===== src/rtl/rx_cmd_parser.sv =====
// rx_cmd_parser: host-command deframer between the RX FIFO and the controller.
// Pops one command byte and, for payload-carrying commands, a 2-byte
// big-endian payload. The finished {cmd, payload} word is presented over a
// valid/ready handshake. A partial command is dropped if a payload byte does
// not arrive within TIMEOUT_CYCLES.
//
// Ports
//   clk, rst        : system clock, synchronous active-high reset
//   rx_rempty       : RX FIFO empty flag (rx_rdata is valid when low)
//   rx_rdata[7:0]   : RX FIFO head byte (first-word-fall-through)
//   rx_rinc         : RX FIFO pop, combinational in the pop cycle
//   ft_busy         : FT245 transfer in progress, blocks pops
//   cmd_valid       : complete command presented
//   cmd_ready       : consumer accepts the command
//   cmd[7:0]        : command byte
//   payload[15:0]   : {msb, lsb}, zero for short commands
//   err_timeout     : one-cycle pulse when a partial command is discarded
//   busy            : parser is not idle
//   cmd_count[7:0]  : accepted commands, wrapping
//   timeout_count[7:0] : timeouts, saturating
module rx_cmd_parser #(
    parameter logic [7:0]  LONG_CMD_A     = 8'h05,
    parameter logic [7:0]  LONG_CMD_B     = 8'h06,
    parameter int unsigned TIMEOUT_CYCLES = 1000000
) (
    input  logic        clk,
    input  logic        rst,
    input  logic        rx_rempty,
    input  logic [7:0]  rx_rdata,
    output logic        rx_rinc,
    input  logic        ft_busy,
    output logic        cmd_valid,
    input  logic        cmd_ready,
    output logic [7:0]  cmd,
    output logic [15:0] payload,
    output logic        err_timeout,
    output logic        busy,
    output logic [7:0]  cmd_count,
    output logic [7:0]  timeout_count
);

    // A zero TIMEOUT_CYCLES disables the timeout; keep the counter 1 bit wide then.
    localparam int unsigned   TW        = (TIMEOUT_CYCLES > 0) ? $clog2(TIMEOUT_CYCLES + 1) : 1;
    localparam bit            TMO_EN    = (TIMEOUT_CYCLES != 0);
    localparam logic [TW-1:0] TMO_LIMIT = TW'(TIMEOUT_CYCLES);

    typedef enum logic [2:0] {
        S_IDLE       = 3'd0,
        S_SETTLE_CMD = 3'd1,
        S_WAIT_MSB   = 3'd2,
        S_SETTLE_MSB = 3'd3,
        S_WAIT_LSB   = 3'd4,
        S_SETTLE_LSB = 3'd5,
        S_PRESENT    = 3'd6
    } state_e;

    state_e          state_q, state_d;
    logic [7:0]      cmd_q, cmd_d;
    logic [7:0]      msb_q, msb_d;
    logic [7:0]      lsb_q, lsb_d;
    logic [TW-1:0]   tmo_q, tmo_d;
    logic [7:0]      cmd_count_q, cmd_count_d;
    logic [7:0]      timeout_count_q, timeout_count_d;
    logic            can_pop;
    logic            pop;
    logic            expire;

    // Reset gates the pop so no byte is consumed while rst is high.
    assign can_pop = !rx_rempty && !ft_busy && !rst;

    // Next-state, datapath capture and pop/timeout decode.
    always_comb begin
        state_d         = state_q;
        cmd_d           = cmd_q;
        msb_d           = msb_q;
        lsb_d           = lsb_q;
        tmo_d           = '0;
        cmd_count_d     = cmd_count_q;
        timeout_count_d = timeout_count_q;
        pop             = 1'b0;
        expire          = 1'b0;

        case (state_q)
            S_IDLE: begin
                if (can_pop) begin
                    pop     = 1'b1;
                    cmd_d   = rx_rdata;
                    state_d = S_SETTLE_CMD;
                end
            end

            S_SETTLE_CMD: begin
                if ((cmd_q == LONG_CMD_A) || (cmd_q == LONG_CMD_B)) begin
                    state_d = S_WAIT_MSB;
                end else begin
                    msb_d   = 8'h00;
                    lsb_d   = 8'h00;
                    state_d = S_PRESENT;
                end
            end

            // A pop in the expiry cycle takes priority over the timeout.
            S_WAIT_MSB, S_WAIT_LSB: begin
                if (can_pop) begin
                    pop = 1'b1;
                    if (state_q == S_WAIT_MSB) begin
                        msb_d   = rx_rdata;
                        state_d = S_SETTLE_MSB;
                    end else begin
                        lsb_d   = rx_rdata;
                        state_d = S_SETTLE_LSB;
                    end
                end else if (TMO_EN && (tmo_q == TMO_LIMIT)) begin
                    expire          = 1'b1;
                    cmd_d           = 8'h00;
                    msb_d           = 8'h00;
                    lsb_d           = 8'h00;
                    timeout_count_d = (timeout_count_q == 8'hFF) ? 8'hFF
                                                                 : timeout_count_q + 8'd1;
                    state_d         = S_IDLE;
                end else if (TMO_EN) begin
                    tmo_d = tmo_q + TW'(1);
                end
            end

            S_SETTLE_MSB: state_d = S_WAIT_LSB;

            S_SETTLE_LSB: state_d = S_PRESENT;

            S_PRESENT: begin
                if (cmd_ready) begin
                    cmd_count_d = cmd_count_q + 8'd1;
                    state_d     = S_IDLE;
                end
            end

            default: state_d = S_IDLE;
        endcase
    end

    // State and datapath registers.
    always_ff @(posedge clk) begin
        if (rst) begin
            state_q         <= S_IDLE;
            cmd_q           <= 8'h00;
            msb_q           <= 8'h00;
            lsb_q           <= 8'h00;
            tmo_q           <= '0;
            cmd_count_q     <= 8'h00;
            timeout_count_q <= 8'h00;
        end else begin
            state_q         <= state_d;
            cmd_q           <= cmd_d;
            msb_q           <= msb_d;
            lsb_q           <= lsb_d;
            tmo_q           <= tmo_d;
            cmd_count_q     <= cmd_count_d;
            timeout_count_q <= timeout_count_d;
        end
    end

    // FIFO pop and timeout pulse must land in the cycle of the decision.
    assign rx_rinc       = pop;
    assign err_timeout   = expire && !rst;
    assign cmd_valid     = (state_q == S_PRESENT);
    assign busy          = (state_q != S_IDLE);
    assign cmd           = cmd_q;
    assign payload       = {msb_q, lsb_q};
    assign cmd_count     = cmd_count_q;
    assign timeout_count = timeout_count_q;

endmodule

===== config.mk =====
export PLATFORM = sky130hd
export DESIGN_NAME = rx_cmd_parser
export DESIGN_NICKNAME = d
export VERILOG_FILES = /design/src/rtl/rx_cmd_parser.sv
export SDC_FILE = /design/constraint.sdc
export NUM_CORES = 1
export LEC_CHECK = 0
export CORE_MARGIN = 4
export CORE_UTILIZATION = 53
export DETAILED_ROUTE_END_ITERATION = 8
export PLACE_DENSITY = 0.81
export SYNTH_ARGS = -nofsm -noshare
export SYNTH_HDL_FRONTEND = slang
export SYNTH_SLANG_ARGS = --single-unit
export TNS_END_PERCENT = 50

===== constraint.sdc =====
create_clock -name clk -period 6.7 [get_ports clk]
set_input_delay 2.01 -clock clk [delete_from_list [all_inputs] [get_ports clk]]
set_output_delay 2.01 -clock clk [all_outputs]
set_load 0.02 [all_outputs]

==> flow_summary.ini <==
[status]
status = finished, final reports clean

[cells_and_area]
layout.cells.non_filler = 449
final_util_pct = 71.7
fill_cells = 436
layout_commonest_cell = dfxtp_1
final_cell_mix = 63 x dfxtp_1, 56 x clkdlybuf4s50_1, 39 x nor2_1, 34 x nand2_1
fin_nets = 391
multi_input_area_sq_mm = 0.00160
syn2layout_area_growth_pct = 27.6
seq_area_sq_mm = 0.00126
layout-drive-gt1-share_pct = 6.60
diodes = 0

[power]
p_leak_nw = 1.39
seqPwrFrac_pct = 47.5
vdd_ir_drop_max_uv = 156
p_comb_share_pct = 6.4
power_density_mw_per_mm2 = 212
intPower_uw = 632
power.share.clock_pct = 46.1
swShare_pct = 21.2
p_sw_uw = 170

[grt]
grt_max_degree = 47
antenna_found_initial = 0
grt_pass1_vias = 2323
grt_remaining_overflow = 0
grtUsageTotal_pct = 20.0
grt_pass1_wl_um = 10400

[logic_synthesis]
syn_nets = 336
synthCells = 319
synth_edf_count = 0
yosysSeqAreaShare_pct = 42.6
async_flop_share_pct = 0
syn_avg_cell_area_sq_um = 9.28
yosys.cell_types.count = 45
ys.flop_type = dfxtp_1
yosysWarnings = 0
postSynthRegisterBits = 63
mappedNetlistArea_sq_mm = 0.00296

[setup_path]
critPathCapture = err_timeout
path_class = input pin to output pin
crit_top_cell = clkdlybuf4s50_1
cp_slowest_cell = clkdlybuf4s50_1
crit_fanout = 3
r2r_setup_slack_ns = 4.36
critPathCaptureType = output pin
cp-start-kind = input pin
cp.arrival_ns = 4.12
timing.rr.end = cmd[5]
r2r.worst_path.cells = 6
setup.worst_path.start = rx_rempty
reg2reg_from = state_q[1]
slowest_delay_ns = 0.62
required_ns = 4.69
path_cells = clkdlybuf4s50_1 > nor3_1 > or3_4 > nor4_4 > nor2b_1 > clkdlybuf4s50_1

[detailed_routing]
via_count = 2427
via_per_inst = 5.41
first_iter_violations = 98
wire_per_inst_um = 13.8
drc_errors = 0
finalWirelength_um = 6210
ant_nets = 0
first_pass_iters = 4

[clock_tree]
clk_latency_ns = 0.33
hold_buffers = 0
htree_levels = 3
clk_pin_slew_ns = 0.07
cts-root-buf = clkbuf_8
ctsResizeCount = 0
cts_sinks = 63
cts_buffer_depth = 2
cts_setup_buffers = 0
cts_buffers = 9
cts_tree = yes

[timing]
worst_pin_slew_ns = 0.961
hold_viol = 0
drv_slew = 0
period_minus_slack_ns = 6.13
fin_setup_tns_ns = 0
finalCritPeriodShare_pct = 91.4
relSlewSlack_pct = 35.8
grt_setup_unrepaired = false
setup_violations = 0
skew_ns = 0.00325
fmax_mhz = 163

[min_path]
min_path_type = flip-flop to flip-flop

[floorplan]
die_h_um = 82.7
rows = 26
core_region_area_sq_mm = 0.00527
io_pins = 57
die_x_um = 82.7
fp.dieArea_sq_mm = 0.00685
start_util_pct = 56.2

[flow_run]
max_cap_viol_count = 0

[place]
gp_congestion = 0.833
placed_cells = 433
portBuffers = 56
hpwl_um = 4360
[power by group through the flow]
stage,Combinational [mW],Sequential [mW],Clock [mW]
3_5_place_dp,0.0518,0.389,0
4_1_cts,0.0520,0.381,0.378
3_3_place_gp,0.0514,0.389,0
6_report,0.0512,0.381,0.370
5_1_grt,0.0558,0.381,0.394
2_1_floorplan,0.0324,0.390,0
[per-layer routing]
| metal | vias up | track usage [%] | share of wire, % |
|---|---|---|---|
| met2 | 60 | 31.7 | 46 |
| met1 | 1141 | 25.4 | 47 |
| met5 | - | 0 | 0 |
| met3 | 6 | 6.18 | 5.4 |
| met4 | 0 | 7.84 | 1.3 |
| li1 | 1220 | - | - |
[state kept, by name (all words and copies together) (netlist names)]
register / count
tmo_q: 20
cmd: 8
cmd_count: 8
lsb_q: 8
msb_q: 8
timeout_count: 8
state_q: 3
[area by class of cell]
type                       instances  share of cell area (%)
tap                               70                    2.32
timing repair buffer              58                    15.2
clock buffer                      13                    4.21
inverter                           7                   0.696
clock inverter                     3                    1.72
sequential                        63                    33.4
multi-input combinational        235                    42.4
[worst max-delay path, delay by kind of cell]
kind / cells / cell delay [ns]
buf+inv: 2 / 1.11
simple gates: 4 / 0.99
[per-stage QoR]
step | power [mW] | setup WS [ns] | cell area [sq um] | hold slack (ns)
after global placement | 0.441 | 0.570 | 3550 | 0.459
after CTS | 0.811 | 0.553 | 3780 | 0.485
final | 0.802 | 0.573 | 3780 | 0.477
after global routing | 0.831 | 0.509 | 3780 | 0.503
after floorplan | 0.422 | 1.44 | 2960 | 0.437
after detailed placement | 0.441 | 0.560 | 3550 | 0.470
[cell families after synthesis]
| family | share of synthesized area, % |
|---|---|
| and+or+nand+nor | 28.5 |
| muxes | 8.45 |
| xor gates and xnor gates | 7.99 |
| AOI/OAI and AO/OA | 7.44 |
| adders and majority gates | 1.69 |
| buffers and inverters | 3.30 |
| DFF | 42.6 |
[worst min path at each step]
stage	slack, ns	from	end	cells past startpoint
final	0.48	msb_q[6]	msb_q[6]	2
after global routing	0.50	msb_q[2]	msb_q[2]	2
after CTS	0.48	lsb_q[1]	lsb_q[1]	2
after detailed placement	0.47	lsb_q[3]	lsb_q[3]	2
after global placement	0.46	tmo_q[0]	tmo_q[0]	1
after floorplan	0.44	tmo_q[0]	tmo_q[0]	1
[cells in the mapped netlist, types with 2 or more instances]
library cell | count | area, sq um
dfxtp_1 | 63 | 1260
nor2_1 | 39 | 146
nand2_1 | 34 | 128
mux2i_1 | 25 | 250
nand2b_1 | 25 | 156
xor2_1 | 18 | 158
nand3_1 | 12 | 60.1
clkbuf_1 | 9 | 33.8
xnor2_1 | 9 | 78.8
and3_1 | 8 | 50.1
and4_1 | 7 | 61.3
inv_1 | 7 | 26.3
nand4_1 | 6 | 37.5
a211oi_1 | 4 | 30.0
a21oi_1 | 4 | 20.0
a311oi_1 | 4 | 35.0
ha_1 | 4 | 50.1
nor3b_1 | 4 | 30.0
nor3_1 | 3 | 15.0
a41oi_1 | 2 | 17.5
and4b_1 | 2 | 20.0
buf_1 | 2 | 7.51
buf_6 | 2 | 22.5
nor4b_1 | 2 | 17.5
nor4bb_1 | 2 | 20.0
o21ai_0 | 2 | 10.0
or2_2 | 2 | 12.5
No activity file was read; power rests on OpenSTA's default activity.
